## config.mk

```make
export PLATFORM = sky130hd
export DESIGN_NAME = time_display_scanner_flat
export DESIGN_NICKNAME = d
export VERILOG_FILES = /design/src/rtl/time_display_scanner_if.sv /design/src/rtl/time_display_scanner.sv /design/src/flat_wrapper.sv
export SDC_FILE = /design/constraint.sdc
export NUM_CORES = 1
export LEC_CHECK = 0
export ABC_AREA = 1
export CAP_MARGIN = 0
export CORE_ASPECT_RATIO = 1.75
export CORE_MARGIN = 10
export CORE_UTILIZATION = 51
export CTS_CLUSTER_DIAMETER = 200
export DETAILED_ROUTE_END_ITERATION = 7
export GPL_TIMING_DRIVEN = 0
export PLACE_DENSITY = 0.76
export SYNTH_ARGS = -nofsm -noshare
export SYNTH_HDL_FRONTEND = slang
export SYNTH_SLANG_ARGS = --single-unit
```

## constraint.sdc

```tcl
create_clock -name clk -period 1.9 [get_ports clk]
set_input_delay 0.38 -clock clk [delete_from_list [all_inputs] [get_ports clk]]
set_output_delay 0.38 -clock clk [all_outputs]
set_load 0.03 [all_outputs]
```

## src/rtl/time_display_scanner_if.sv

```systemverilog
// Bus between the time/mode source and the display scanner.
// Carries the binary time fields and set-mode in, segment/anode/dp drive out.
// No handshake: the inputs are level signals sampled once per display frame.
interface time_display_scanner_if;
  logic [13:0] hour;
  logic [13:0] minute;
  logic [13:0] second;
  logic [1:0]  mode;
  logic [6:0]  seg;
  logic [5:0]  an;
  logic        dp;

  // Time keeper / switch FSM side
  modport master (
    output hour, minute, second, mode,
    input  seg, an, dp
  );

  // Display scanner side
  modport slave (
    input  hour, minute, second, mode,
    output seg, an, dp
  );
endinterface

```

## src/rtl/time_display_scanner.sv

```systemverilog
// Multiplexed 6-digit 7-segment driver with per-frame binary->BCD conversion.
// Latency: seg/an/dp lag the scan index by one clock; new values commit <=41 clocks after frame start.
// Backpressure: none; inputs are snapshot at frame start, changes in between are ignored.
module time_display_scanner #(
  parameter int SCAN_DIV  = 8,
  parameter int BLINK_DIV = 64
) (
  input logic                  clk,
  input logic                  rst_n,
  time_display_scanner_if.slave bus
);

  localparam int CW = (SCAN_DIV  > 1) ? $clog2(SCAN_DIV)  : 1;
  localparam int BW = (BLINK_DIV > 1) ? $clog2(BLINK_DIV) : 1;
  localparam logic [CW-1:0] CNT_LAST = CW'(SCAN_DIV - 1);
  localparam logic [BW-1:0] BLK_LAST = BW'(BLINK_DIV - 1);
  localparam logic [6:0] SEG_DASH = 7'b0111111;
  localparam logic [6:0] SEG_OFF  = 7'b1111111;

  typedef enum logic [2:0] {
    S_IDLE,
    S_CAP,
    S_CONV_S,
    S_CONV_M,
    S_CONV_H,
    S_COMMIT
  } state_t;

  // Scan position
  logic [CW-1:0] r_cnt;
  logic [2:0]    r_idx;
  logic          w_frame_start;

  // Blink
  logic [BW-1:0] r_bcnt;
  logic          r_phase;
  logic [1:0]    r_mode_prev;
  logic          w_mode_chg;
  logic          w_phase_eff;

  // Converter
  state_t        r_state;
  state_t        w_state_nxt;
  logic [13:0]   r_snap_h;
  logic [13:0]   r_snap_m;
  logic [13:0]   r_snap_s;
  logic [2:0]    r_oor;        // {h, m, s} out-of-range flags of the frame in flight
  logic [6:0]    r_rem;
  logic [3:0]    r_tens;
  logic          w_ge10;
  logic [3:0]    r_stg_s_t, r_stg_s_u;
  logic [3:0]    r_stg_m_t, r_stg_m_u;
  logic [3:0]    r_stg_h_t, r_stg_h_u;

  // Digits currently on display (only ever written together in COMMIT)
  logic [3:0]    r_dig_s_t, r_dig_s_u;
  logic [3:0]    r_dig_m_t, r_dig_m_u;
  logic [3:0]    r_dig_h_t, r_dig_h_u;
  logic [2:0]    r_dsp_oor;

  // Output stage
  logic [1:0]    w_field;
  logic [3:0]    w_digit;
  logic [6:0]    w_seg;
  logic          w_blank;
  logic [6:0]    r_seg;
  logic [5:0]    r_an;
  logic          r_dp;

  assign w_frame_start = (r_idx == 3'd0) && (r_cnt == '0);
  assign w_mode_chg    = (bus.mode != r_mode_prev);
  // A mode change restarts the blink cycle in the visible phase immediately.
  assign w_phase_eff   = w_mode_chg ? 1'b0 : r_phase;
  assign w_ge10        = (r_rem >= 7'd10);
  assign w_field       = r_idx[2:1];

  // Scan counters: each digit dwells SCAN_DIV clocks, six digits per frame
  always_ff @(posedge clk) begin
    if (!rst_n) begin
      r_cnt <= '0;
      r_idx <= 3'd0;
    end else if (r_cnt == CNT_LAST) begin
      r_cnt <= '0;
      r_idx <= (r_idx == 3'd5) ? 3'd0 : r_idx + 3'd1;
    end else begin
      r_cnt <= r_cnt + 1'b1;
    end
  end

  // Blink half-period timer, restarted on any mode change
  always_ff @(posedge clk) begin
    if (!rst_n) begin
      r_bcnt      <= '0;
      r_phase     <= 1'b0;
      r_mode_prev <= bus.mode;
    end else begin
      r_mode_prev <= bus.mode;
      if (w_mode_chg) begin
        r_bcnt  <= '0;
        r_phase <= 1'b0;
      end else if (r_bcnt == BLK_LAST) begin
        r_bcnt  <= '0;
        r_phase <= ~r_phase;
      end else begin
        r_bcnt <= r_bcnt + 1'b1;
      end
    end
  end

  // Converter FSM state register
  always_ff @(posedge clk) begin
    if (!rst_n) begin
      r_state <= S_IDLE;
    end else begin
      r_state <= w_state_nxt;
    end
  end

  // Converter FSM next state: S, M, H are divided in turn by repeated subtraction
  always_comb begin
    w_state_nxt = r_state;
    case (r_state)
      S_IDLE:   if (w_frame_start) w_state_nxt = S_CAP;
      S_CAP:    w_state_nxt = S_CONV_S;
      S_CONV_S: if (!w_ge10) w_state_nxt = S_CONV_M;
      S_CONV_M: if (!w_ge10) w_state_nxt = S_CONV_H;
      S_CONV_H: if (!w_ge10) w_state_nxt = S_COMMIT;
      S_COMMIT: w_state_nxt = S_IDLE;
      default:  w_state_nxt = S_IDLE;
    endcase
  end

  // Converter datapath: snapshot, divide-by-10, stage, then commit all digits at once
  always_ff @(posedge clk) begin
    if (!rst_n) begin
      r_snap_h  <= '0;
      r_snap_m  <= '0;
      r_snap_s  <= '0;
      r_oor     <= '0;
      r_rem     <= '0;
      r_tens    <= '0;
      r_stg_s_t <= '0;
      r_stg_s_u <= '0;
      r_stg_m_t <= '0;
      r_stg_m_u <= '0;
      r_stg_h_t <= '0;
      r_stg_h_u <= '0;
      r_dig_s_t <= '0;
      r_dig_s_u <= '0;
      r_dig_m_t <= '0;
      r_dig_m_u <= '0;
      r_dig_h_t <= '0;
      r_dig_h_u <= '0;
      r_dsp_oor <= '0;
    end else begin
      case (r_state)
        S_IDLE: begin
          if (w_frame_start) begin
            r_snap_h <= bus.hour;
            r_snap_m <= bus.minute;
            r_snap_s <= bus.second;
          end
        end
        S_CAP: begin
          r_oor  <= {(r_snap_h > 14'd99), (r_snap_m > 14'd99), (r_snap_s > 14'd99)};
          r_rem  <= r_snap_s[6:0];
          r_tens <= '0;
        end
        S_CONV_S: begin
          if (w_ge10) begin
            r_rem  <= r_rem - 7'd10;
            r_tens <= r_tens + 4'd1;
          end else begin
            r_stg_s_t <= r_tens;
            r_stg_s_u <= r_rem[3:0];
            r_rem     <= r_snap_m[6:0];
            r_tens    <= '0;
          end
        end
        S_CONV_M: begin
          if (w_ge10) begin
            r_rem  <= r_rem - 7'd10;
            r_tens <= r_tens + 4'd1;
          end else begin
            r_stg_m_t <= r_tens;
            r_stg_m_u <= r_rem[3:0];
            r_rem     <= r_snap_h[6:0];
            r_tens    <= '0;
          end
        end
        S_CONV_H: begin
          if (w_ge10) begin
            r_rem  <= r_rem - 7'd10;
            r_tens <= r_tens + 4'd1;
          end else begin
            r_stg_h_t <= r_tens;
            r_stg_h_u <= r_rem[3:0];
          end
        end
        S_COMMIT: begin
          r_dig_s_t <= r_stg_s_t;
          r_dig_s_u <= r_stg_s_u;
          r_dig_m_t <= r_stg_m_t;
          r_dig_m_u <= r_stg_m_u;
          r_dig_h_t <= r_stg_h_t;
          r_dig_h_u <= r_stg_h_u;
          r_dsp_oor <= r_oor;
        end
        default: begin
          r_rem <= '0;
        end
      endcase
    end
  end

  // Select the digit for the current scan slot and decode it to segments
  always_comb begin
    w_digit = 4'd0;
    case (r_idx)
      3'd0:    w_digit = r_dig_s_u;
      3'd1:    w_digit = r_dig_s_t;
      3'd2:    w_digit = r_dig_m_u;
      3'd3:    w_digit = r_dig_m_t;
      3'd4:    w_digit = r_dig_h_u;
      3'd5:    w_digit = r_dig_h_t;
      default: w_digit = 4'd0;
    endcase
    w_seg = SEG_OFF;
    case (w_digit)
      4'd0:    w_seg = 7'b1000000;
      4'd1:    w_seg = 7'b1111001;
      4'd2:    w_seg = 7'b0100100;
      4'd3:    w_seg = 7'b0110000;
      4'd4:    w_seg = 7'b0011001;
      4'd5:    w_seg = 7'b0010010;
      4'd6:    w_seg = 7'b0000010;
      4'd7:    w_seg = 7'b1111000;
      4'd8:    w_seg = 7'b0000000;
      4'd9:    w_seg = 7'b0010000;
      default: w_seg = SEG_OFF;
    endcase
    if (r_dsp_oor[w_field]) begin
      w_seg = SEG_DASH;
    end
    w_blank = w_phase_eff && (bus.mode != 2'd0) && (w_field == (bus.mode - 2'd1));
  end

  // Registered display drive; the field being set is blanked during blink phase 1
  always_ff @(posedge clk) begin
    if (!rst_n) begin
      r_an  <= 6'b111111;
      r_seg <= SEG_OFF;
      r_dp  <= 1'b1;
    end else begin
      r_an  <= w_blank ? 6'b111111 : ~(6'b000001 << r_idx);
      r_seg <= w_seg;
      r_dp  <= !((r_idx == 3'd2) || (r_idx == 3'd4));
    end
  end

  assign bus.seg = r_seg;
  assign bus.an  = r_an;
  assign bus.dp  = r_dp;

endmodule

```

## src/flat_wrapper.sv

```systemverilog
// flat-port wrapper written by rule: the top's interface ports become plain ports
module time_display_scanner_flat 
#(
  parameter int SCAN_DIV  = 8,
  parameter int BLINK_DIV = 64
)
  (clk, rst_n, bus_hour, bus_minute, bus_second, bus_mode, bus_seg, bus_an, bus_dp);
  time_display_scanner_if bus_i ();
  input logic clk;
  input logic rst_n;
  input wire logic [$bits(bus_i.hour)-1:0] bus_hour;
  input wire logic [$bits(bus_i.minute)-1:0] bus_minute;
  input wire logic [$bits(bus_i.second)-1:0] bus_second;
  input wire logic [$bits(bus_i.mode)-1:0] bus_mode;
  output wire logic [$bits(bus_i.seg)-1:0] bus_seg;
  output wire logic [$bits(bus_i.an)-1:0] bus_an;
  output wire logic [$bits(bus_i.dp)-1:0] bus_dp;
  assign bus_i.hour = bus_hour;
  assign bus_i.minute = bus_minute;
  assign bus_i.second = bus_second;
  assign bus_i.mode = bus_mode;
  assign bus_seg = bus_i.seg;
  assign bus_an = bus_i.an;
  assign bus_dp = bus_i.dp;
  time_display_scanner #(.SCAN_DIV(SCAN_DIV), .BLINK_DIV(BLINK_DIV)) u_core (.clk(clk), .rst_n(rst_n), .bus(bus_i));
endmodule
```

==> After elaboration in Yosys (flattened, before gate mapping) <==
Memories as Yosys holds them, arrays and structs flattened.
Cells that the tools add are included.
{ "op_classes": {"add_sub_neg": 6, "n_mul": 0, "div": 0, "n_lt_le_gt_ge": 5, "n_eq_ne": 19, "shift": 1, "muxes": 18, "bitwise_logic": 5, "reduce_logical": 24} }
{ "op_table": {"columns": ["operator", "count"], "rows": [
  ["greater-than comparator 14 x 7 -> 1 bit (second input constant)", 3],
  ["one-hot mux 7 bit (5 select lines)", 1],
  ["2-to-1 mux 7 bit", 4],
  ["one-hot mux 4 bit (6 select lines)", 1],
  ["equality test 3 bit (second input constant)", 5],
  ["2-to-1 mux 3 bit", 5],
  ["one-hot mux 3 bit (5 select lines)", 1],
  ["equality test 3 x 2 -> 1 bit (second input constant)", 4],
  ["one-hot mux 4 bit (3 select lines)", 1],
  ["AND reduction 2 bit", 6],
  ["OR reduction 2 bit", 6],
  ["logical NOT 3 bit", 3],
  ["2-to-1 mux 4 bit", 2],
  [">= comparator 7 x 4 -> 1 bit (second input constant)", 1],
  ["subtractor 7 x 4 -> 7 bit (second input constant)", 1],
  ["adder 3 x 1 -> 3 bit (second input constant)", 2],
  ["adder 6 x 1 -> 6 bit (second input constant)", 1],
  ["equality test 3 x 1 -> 1 bit (second input constant)", 2],
  ["equality test 6 bit (second input constant)", 1],
  ["inequality test 2 bit (second input constant)", 3],
  ["inverter 6 bit", 1],
  ["<< shifter 1 x 3 -> 6 bit (first input constant)", 1],
  ["adder 4 x 1 -> 4 bit (second input constant)", 1],
  ["inequality test 2 x 1 -> 1 bit (second input constant)", 2],
  ["other kinds (14)", 20]
]} }
{ "totals": {"regBits": 139, "latchBits": 0, "ram_bits": 0, "mem_bits_ro": 112, "output_inout_bits": 14, "elab_cells": 108, "memories": 1} }
{ "memory_table": {"columns": ["name", "depth", "width", "rd", "rd_clocked_by_memory_dff", "wr", "line_no", "source"], "rows": [
  ["(no name shown)", 16, 7, 1, 0, 0, "time_display_scanner.sv:229", "case (w_digit)"]
]} }

==> Depth between registers and ports, before layout <==
Gate-level depths: netlist of run 1.
{ "depth": {"word_depth": 5, "mapped_depth": 17, "depth_no_buf": 16} }

==> Worst setup path after synthesis of run 1 <==
OpenSTA, ideal clock, no wires.
{ "synth_path": {"path_type": "register -> register", "start": "reg u_core.r_idx[2]", "end": "reg u_core.r_seg[6], in the netlist u_core.bus.seg[6]", "setup_time_ps": 123, "t_arrival_ps": 1746, "t_required_ps": 1777, "path_slack_ps": 31, "stages_incl_launch_ff": 17, "synth_period_minus_slack_ps": 1869, "cell_sequence": "dfxtp_1 buf_2 inv_2 ha_1 nand2_1 inv_1 nor2_1 nand2_1 nor2_2 inv_1 ha_1 nand2_1 nand2_1 nand2_1 nand2_1 nand2_1 nand2_1"} }
{ "synth_between": {"elab_chain_len": 4} }
{ "synth_lines": {"columns": ["item", "line_no", "source"], "rows": [
  ["start, declared", "time_display_scanner.sv:31", "logic [2:0] r_idx;"],
  ["start signal, assigned", "time_display_scanner.sv:84", "r_idx <= (r_idx == 3'd5) ? 3'd0 : r_idx + 3'd1;"],
  ["equality test 3 bit (tied with other cells)", "time_display_scanner.sv:219", "case (r_idx)"],
  ["one-hot mux 4 bit (6 select lines)", "time_display_scanner.sv:219", null],
  ["memory read (16 x 7 bit)", null, null],
  ["2-to-1 mux 7 bit *", "time_display_scanner.sv:242", "if (r_dsp_oor[w_field]) begin"],
  ["end signal, assigned", "time_display_scanner.sv:256", "r_seg <= w_seg;"],
  ["end, declared", "time_display_scanner.sv:66", "logic [6:0] r_seg;"]
]} }
Mark *: on every way between the ends. The rest lies on a longest branch, timed or not. The select of a mux whose other input is x is not followed.
A chain may end at the register's enable or synchronous reset.

==> Final worst setup path of run 1 <==
Same ends and word-level chain as after synthesis.

==> key figures, run 1 <==
Outcome
  • Outcome: complete, no violations

Yosys
  • Biggest area consumer among synthesized cells: dfxtp_1
  • Post-Syn Nets: between 800 and 900
  • Syn Inst Count: just under 800
  • Count leader, synth: nor2_1
  • Synth warnings: 0
  • Post-synthesis sequential area ratio: around 47%
  • Synth Register Bits: between 100 and 150
  • Synth top area share: a little under half
  • Top post-synthesis cells by area: dfxtp_1 47%, nor2_1 11%, o21ai_0 8.8%
  • Synth top cells by count: 169 x nor2_1, 139 x dfxtp_1, 107 x nand2_1
  • Syn_area_per_cell: around 7.6 sq um
  • Ys async rst share: 0%
  • Distinct cells, synth: 39
  • Synthesized area: 0.00590 sq mm
  • Synth Flop Type: dfxtp_1
  • EDFF count, synth: 0

STA
  • Worst setup margin: approximately 0.0067 ns
  • Max-slew violation count: 0
  • Min cycle time layout: between 1.5 and 2 ns
  • Final setup vio count: 0
  • Setup TNS: 0 ns
  • Worst slew pin tran: about 0.66 ns
  • Worst rel slew slack: a little under three fifths
  • Fmax: about 0.53 GHz
  • Period utilisation layout: between 90 and 100%
  • Worst Clk Skew: approximately 0.0076 ns
  • Final Hold Fails: 0
  • RSZ-0062 raised after global routing: true

GRT
  • First-pass GRT wire length: 25100 microns
  • Initial antenna violation count: 0
  • Grt ovf: 0
  • Vias in the first global route: 5382
  • Pin count of the biggest net entering global routing: 17
  • Global Route Usage Sum: approximately a fifth

Detailed routing
  • Antenna-violating nets left: 0
  • DRT Wirelength: around 16000 microns
  • Drc violations: 0
  • First-pass DRT Iterations: 5
  • WL per Instance: about 16 microns
  • Vias: around 5.5k
  • 1st-iter DRT viols: ~260
  • Via density: between 5 and 6

Finish
  • Layout area overhead: 29.1%
  • Layout cells sized above 1: approximately 16%
  • Layout net count: between 900 and 1k
  • Cell area after layout: 0.00762 sq mm
  • Ant. Diodes: 0

Setup path
  • Crit path max fanout: 8
  • Slowest CP cell: dfxtp_1
  • Endpoint type of the worst setup path: register
  • CP top delay family: simple AND/OR/NAND/NOR gates
  • Worst-path cell chain: buf_6 > inv_6 > ha_4 > nand2_1 > inv_1 > nor2_1 > nand2_1 > nor2_4 > inv_2 > ha_1 > nand2_1 > nand2_1 > nand2_1 > nand2_1 > nand2_1 > nand2_1
  • Worst path max stage delay: between 0.3 and 0.4 ns
  • Critical Path AT: approximately 2.2 ns
  • Buf/Inv on CP: 4
  • Startpoint types: register
  • CP Class: reg -> reg
  • Worst EP required: roughly 2.2 ns
  • CP most frequent cell: nand2_1

Clock tree
  • Reg clk slew, reported paths: about 0.060 ns
  • CTS Buffer Depth: 2
  • Clk Latency, worst-skew pair: 0.42 ns
  • Root Driver: clkbuf_16
  • Cts hold-fix bufs: 0
  • H-tree depth: 4
  • Clock buffer count from CTS: 17
  • CTS tree: built
  • Sink Count: approximately 140

Die
  • Initial Util: a little over half
  • Chip width: ~100 microns
  • Core area: 0.0112 sq mm
  • Die Footprint: about 0.016 sq mm
  • Row cnt: 51
  • I/O pin cnt: 60
  • Die height: approximately 160 microns

Power and ir drop
  • Pwr dens: 1480 mW/mm^2
  • Int Pwr: 7.43 mW
  • Sw Share: roughly a third
  • Combinational Power Share: 30.2%
  • Lkg Pwr: roughly 3.3 nW
  • Seq pwr share: 37.2%
  • NetSw: approximately 3.9 mW
  • Clock share of power: 32.6%
  • VDD IR max: about 0.9 mV

Placed design
  • GPL Wtd Cong: roughly 0.94
  • DPL Wire Length: approximately 12000 microns
  • Post-Place Worst Slack: -0.376 ns
  • Port bufs: between 50 and 60
  • Dpl cell area: 0.00665 sq mm

Run
  • # Max-Cap Violations: 0

Worst hold path
  • Worst hold path type: reg -> reg
[path summary, 6_finish.rpt]
kind	start	to	slack, ns	cells past startpoint
max reg2reg	u_core.r_idx[2]$_SDFFE_PN0P_	u_core.bus.seg[6]$_SDFF_PN1_	0.007	16
max	u_core.r_idx[2]$_SDFFE_PN0P_	u_core.bus.seg[6]$_SDFF_PN1_	0.007	16
min	u_core.r_dsp_oor[1]$_SDFFE_PN0N_	u_core.r_dsp_oor[1]$_SDFFE_PN0N_	0.45	2
min reg2reg	u_core.r_dsp_oor[1]$_SDFFE_PN0N_	u_core.r_dsp_oor[1]$_SDFFE_PN0N_	0.45	2
[layout make-up]
class                   count  area, sq um
plain buffers              33          206
clock buffers              21          470
clock inverters            10          186
well taps                 132          165
flip-flops and latches    139         2790
multi-input cells         540         2810
repair buffers             74          721
inverters                  69          272
fillers                   921         3610
[cell families (layout without fill, tap and decap cells)]
family / count (synthesis) / after routing / synth area share (%)
fa+ha+maj: 13 / 13 / 2.76
compound gates: 181 / 181 / 16.5
flops: 139 / 139 / 47.2
xor+xnor: 4 / 4 / 0.594
simple gates: 342 / 342 / 25.7
buf+inv: 102 / 207 / 7.25
[worst reg2reg max path, delay by kind of cell (launching register included)]
kind,cells,cell delay (ns)
buf+inv,4,0.30
simple gates,10,0.76
fa+ha+maj,2,0.38
flops,1,0.33
[state kept, by name (all words and copies together) (netlist names), 4 cells and up]
signal,cells
u_core.r_stg_s_t,4
u_core.r_dig_m_u,4
u_core.r_stg_h_u,4
u_core.r_tens,4
u_core.r_rem,7
u_core.r_stg_h_t,4
u_core.r_stg_m_t,4
u_core.bus.seg,7
u_core.r_dig_m_t,4
u_core.r_bcnt,6
u_core.r_dig_h_u,4
u_core.r_dig_h_t,4
u_core.bus.an,6
u_core.r_dig_s_u,4
u_core.r_stg_s_u,4
u_core.r_snap_h,14
u_core.r_snap_m,14
u_core.r_dig_s_t,4
u_core.r_stg_m_u,4
u_core.r_snap_s,14
[routing by layer]
layer | share of wire [%] | global-route usage, % | wire (microns) | vias to the layer above
li1 | - | - | - | 2739
met1 | 33 | 16.4 | 5360 | 2547
met2 | 55 | 36.4 | 8890 | 174
met3 | 5.1 | 5.31 | 824 | 65
met4 | 6.4 | 13.1 | 1030 | 0
met5 | 0 | 0 | 0 | -
[layout by cell type, fill, tap and decap left out, types with 4 or more instances in the layout]
cell type / n
nor2_1: 160
dfxtp_1: 135
o21ai_0: 101
nand2_1: 100
clkdlybuf4s50_1: 58
inv_1: 48
a21oi_1: 45
buf_4: 21
inv_2: 17
clkbuf_16: 17
nand3_1: 16
clkbuf_1: 14
nor2_4: 13
nor2_2: 11
ha_1: 11
o21ai_1: 10
nand2_2: 10
buf_6: 8
nor3_1: 7
nand4_1: 6
bufinv_16: 5
o211ai_1: 4
xor2_1: 4
nor4_1: 4
o21a_1: 4
buf_2: 4
dfxtp_2: 4
[repair_timing]
item,in CTS,in global routing
cloned,0,0
pin swaps,4,14
setup buffers,6,10
setup endpoints to repair,73,81
resized for setup,13,59
[per-stage QoR]
stage               power, mW  hold WS, ns  cells  util, %
CTS                      11.0        0.456   1008     65.9
floorplan                6.28        0.408    781        -
finish                   11.3        0.453   1018     67.8
global route             11.9        0.472   1018     67.8
global placement         7.10        0.428    971     59.2
detailed placement       7.22        0.438    971     59.2
[power by group through the flow]
stage,logic (mW),clock network (mW),registers (mW)
2_1_floorplan,2.13,0,4.15
3_3_place_gp,2.91,0,4.19
3_5_place_dp,3.00,0,4.22
4_1_cts,3.16,3.69,4.18
5_1_grt,3.79,3.82,4.28
6_report,3.41,3.67,4.20
(Power assumes the default switching activity.)
==> run 2: changes to the inputs <==
--- a/config.mk
+++ b/config.mk
@@ -5,9 +5,7 @@
 export SDC_FILE = /design/constraint.sdc
 export NUM_CORES = 1
 export LEC_CHECK = 0
-export ABC_AREA = 1
 export CAP_MARGIN = 0
-export CORE_ASPECT_RATIO = 1.75
 export CORE_MARGIN = 10
 export CORE_UTILIZATION = 51
 export CTS_CLUSTER_DIAMETER = 200
==> key figures, run 2 <==
Die
  • Chip width: between 100 and 150 microns
  • I/O pin cnt: 60
  • Die Footprint: approximately 0.016 sq mm
  • Die height: about 130 microns
  • Core area: 0.0114 sq mm
  • Initial Util: about half
  • Row cnt: 39

Power and ir drop
  • Lkg Pwr: just over 3 nW
  • Power consumption: approximately 8 mW
  • Pwr dens: around 1000 mW/mm^2
  • VDD IR max: 0.697 mV

STA
  • Setup TNS: -4.70 ns
  • Worst setup margin: -0.383 ns
  • Final setup vio count: 30
  • Worst rel slew slack: ~53%
  • Worst slew pin tran: 0.698 ns
  • Period utilisation layout: 120%
  • Min cycle time layout: ~2.3 ns
  • RSZ-0062 raised after global routing: true
  • Max-slew violation count: 0
  • Final Hold Fails: 0
  • Worst Clk Skew: ~0.0077 ns
  • Fmax: around 0.44 GHz

Detailed routing
  • Via density: 5.83
  • WL per Instance: approximately 19 microns
  • Vias: around 5.7k
  • 1st-iter DRT viols: 563
  • Drc violations: 0
  • DRT Wirelength: roughly 18000 microns
  • First-pass DRT Iterations: 6
  • Antenna-violating nets left: 0

Finish
  • Non-filler cells, final: ~980
  • Largest regs: u_core.r_snap_h: 14 flops, u_core.r_snap_m: 14 flops, u_core.r_snap_s: 14 flops
  • Commonest non-fill, non-tap cell in the layout: nand2_1
  • Layout area overhead: 36.1%
  • Layout cells sized above 1: a little under a quarter
  • Layout net count: around 890
  • Most frequent cells in the layout: 172 x nand2_1, 130 x dfxtp_1, 82 x a21oi_1
  • Ant. Diodes: 0

Clock tree
  • Reg clk slew, reported paths: roughly 0.06 ns
  • CTS Buffer Depth: 2
  • Sink Count: about 140
  • H-tree depth: 4
  • Root Driver: clkbuf_16
  • Clk Latency, worst-skew pair: between 0.4 and 0.5 ns
  • CTS tree: built
  • Clock buffer count from CTS: 17

Outcome
  • Failing checks: negative setup slack
  • Outcome: finished with violations

Setup path
  • Worst EP required: 2.17 ns
  • Critical Path AT: about 2.6 ns
  • Crit path max fanout: 6
  • Startpoint types: register
  • RR Endpoint: u_core.bus.seg[6]$_SDFF_PN1_
  • Crit path from: u_core.r_idx[2]$_SDFFE_PN0P_
  • Reg2reg start: u_core.r_idx[2]$_SDFFE_PN0P_
  • R2r worst-path depth: 10
  • CP Class: reg -> reg
  • Worst R2R Setup Slack: -0.38 ns
  • Endpoint type of the worst setup path: register

Yosys
  • Synth warnings: 0
  • Syn_area_per_cell: 8.34 sq um
  • Synth top cells by count: 183 x nand2_1, 139 x dfxtp_1, 91 x a21oi_1
  • Count leader, synth: nand2_1
  • Synth top area share: between 40% and 50%
  • Ys async rst share: 0%
  • Synth Flop Type: dfxtp_1
  • Synthesized area: around 0.006 sq mm
  • Post-Syn Nets: 770
  • Syn Inst Count: around 700
  • Biggest area consumer among synthesized cells: dfxtp_1
  • Top post-synthesis cells by area: dfxtp_1 47%, nand2_1 12%, a21oi_1 7.7%
  • Synth Register Bits: 139
  • Post-synthesis sequential area ratio: between 40 and 50%
  • Distinct cells, synth: 62
  • EDFF count, synth: 0

GRT
  • Met2 usage: 35.4%
  • Grt ovf: 0
  • First-pass GRT wire length: ~28000 microns
  • Initial antenna violation count: 0
  • Vias in the first global route: between 5k and 6k
  • Global Route Usage Sum: between 20% and 30%
  • Gr busiest metal: met2
  • Pin count of the biggest net entering global routing: 17
  • GRT met1 Usage: between 20% and 30%
  • Met3 usage: approximately 6.1%

Worst hold path
  • WHS Endpoint: u_core.r_dsp_oor[0]$_SDFFE_PN0N_
  • Critical hold path startpoint: u_core.r_oor[0]$_SDFFE_PN0N_
  • Cell depth of the worst hold path: 2
  • Worst hold path type: reg -> reg

Placed design
  • Placed Cells: roughly 900
  • GPL Wtd Cong: about 0.90
  • DPL Wire Length: 11500 microns
  • Port bufs: between 50 and 60

Run
  • # Max-Cap Violations: 0
[run 2: cells by family (layout without fill, tap and decap cells)]
group / after synthesis / in the layout / synth area share [%]
flip-flops: 139 / 139 / 46.9
adder cells (fa/ha/maj): 13 / 13 / 2.74
multiplexers: 34 / 34 / 5.90
AO/OA/AOI/OAI: 157 / 157 / 16.5
XOR/XNOR: 16 / 16 / 2.36
buffers and inverters: 60 / 187 / 4.24
AND/OR/NAND/NOR: 292 / 292 / 21.4
[run 2: worst max-delay path by stage]
stage,endpoint,slack [ns],cells past startpoint
2_1_floorplan,u_core.bus.seg[3]$_SDFF_PP1_,-0.28,10
3_3_place_gp,u_core.r_dig_h_t[2]$_SDFFE_PN0N_,-0.78,6
3_5_place_dp,u_core.r_snap_m[13]$_SDFFE_PN0P_,-0.82,6
4_1_cts,u_core.bus.seg[3]$_SDFF_PP1_,-0.24,7
5_1_grt,u_core.bus.seg[6]$_SDFF_PN1_,-0.43,10
6_report,u_core.bus.seg[6]$_SDFF_PN1_,-0.38,10
[run 2: per-layer routing]
| layer | routed length [microns] | vias to the layer above |
|---|---|---|
| li1 | - | 2665 |
| met1 | 7200 | 2691 |
| met2 | 8820 | 307 |
| met3 | 1610 | 56 |
| met4 | 680 | 0 |
| met5 | 0 | - |
[run 2: through the flow]
step	area, sq um	utilization (%)	hold WS, ns	setup slack [ns]
after floorplan	6070	-	0.408	-0.279
after global placement	6840	59.9	0.430	-0.781
after detailed placement	6840	59.9	0.444	-0.822
after CTS	7850	68.7	0.449	-0.244
after global routing	8080	70.7	0.460	-0.430
final	8080	70.7	0.447	-0.383
[run 2: layout make-up]
cell class                      instances  area (sq um)
Tap cell                              143           179
Clock buffer                           23           488
Buffer                                 39           253
Clock inverter                          8          85.1
Inverter                               15          67.6
Sequential cell                       139          2820
Fill cell                             836          3340
Multi-Input combinational cell        512          3250
Timing Repair Buffer                  102           932
[run 2: worst max-delay path, stage by stage, from the launching register on]
cell        delay, ns
dfxtp_4          0.38
clkbuf_16        0.14
clkinvlp_4       0.10
ha_4             0.18
and2_4           0.13
a221o_1          0.24
or2_1            0.23
buf_8            0.15
ha_4             0.18
nor4b_4          0.32
a221oi_2         0.06
[run 2: power breakdown]
part / internal (mW) / leakage (nW) / switching (mW)
combinational: 0.592 / 1.61 / 0.869
sequential: 3.10 / 1.14 / 0.149
clock: 1.94 / 0.276 / 1.23
[run 2: what timing repair did]
item / in CTS / in global routing
gates resized for setup: 72 / 71
cloned: 0 / 1
buffers inserted: 33 / 9
pin swaps: 13 / 23
hold buffers: 0 / 0
endpoints found under the setup margin: 113 / 108
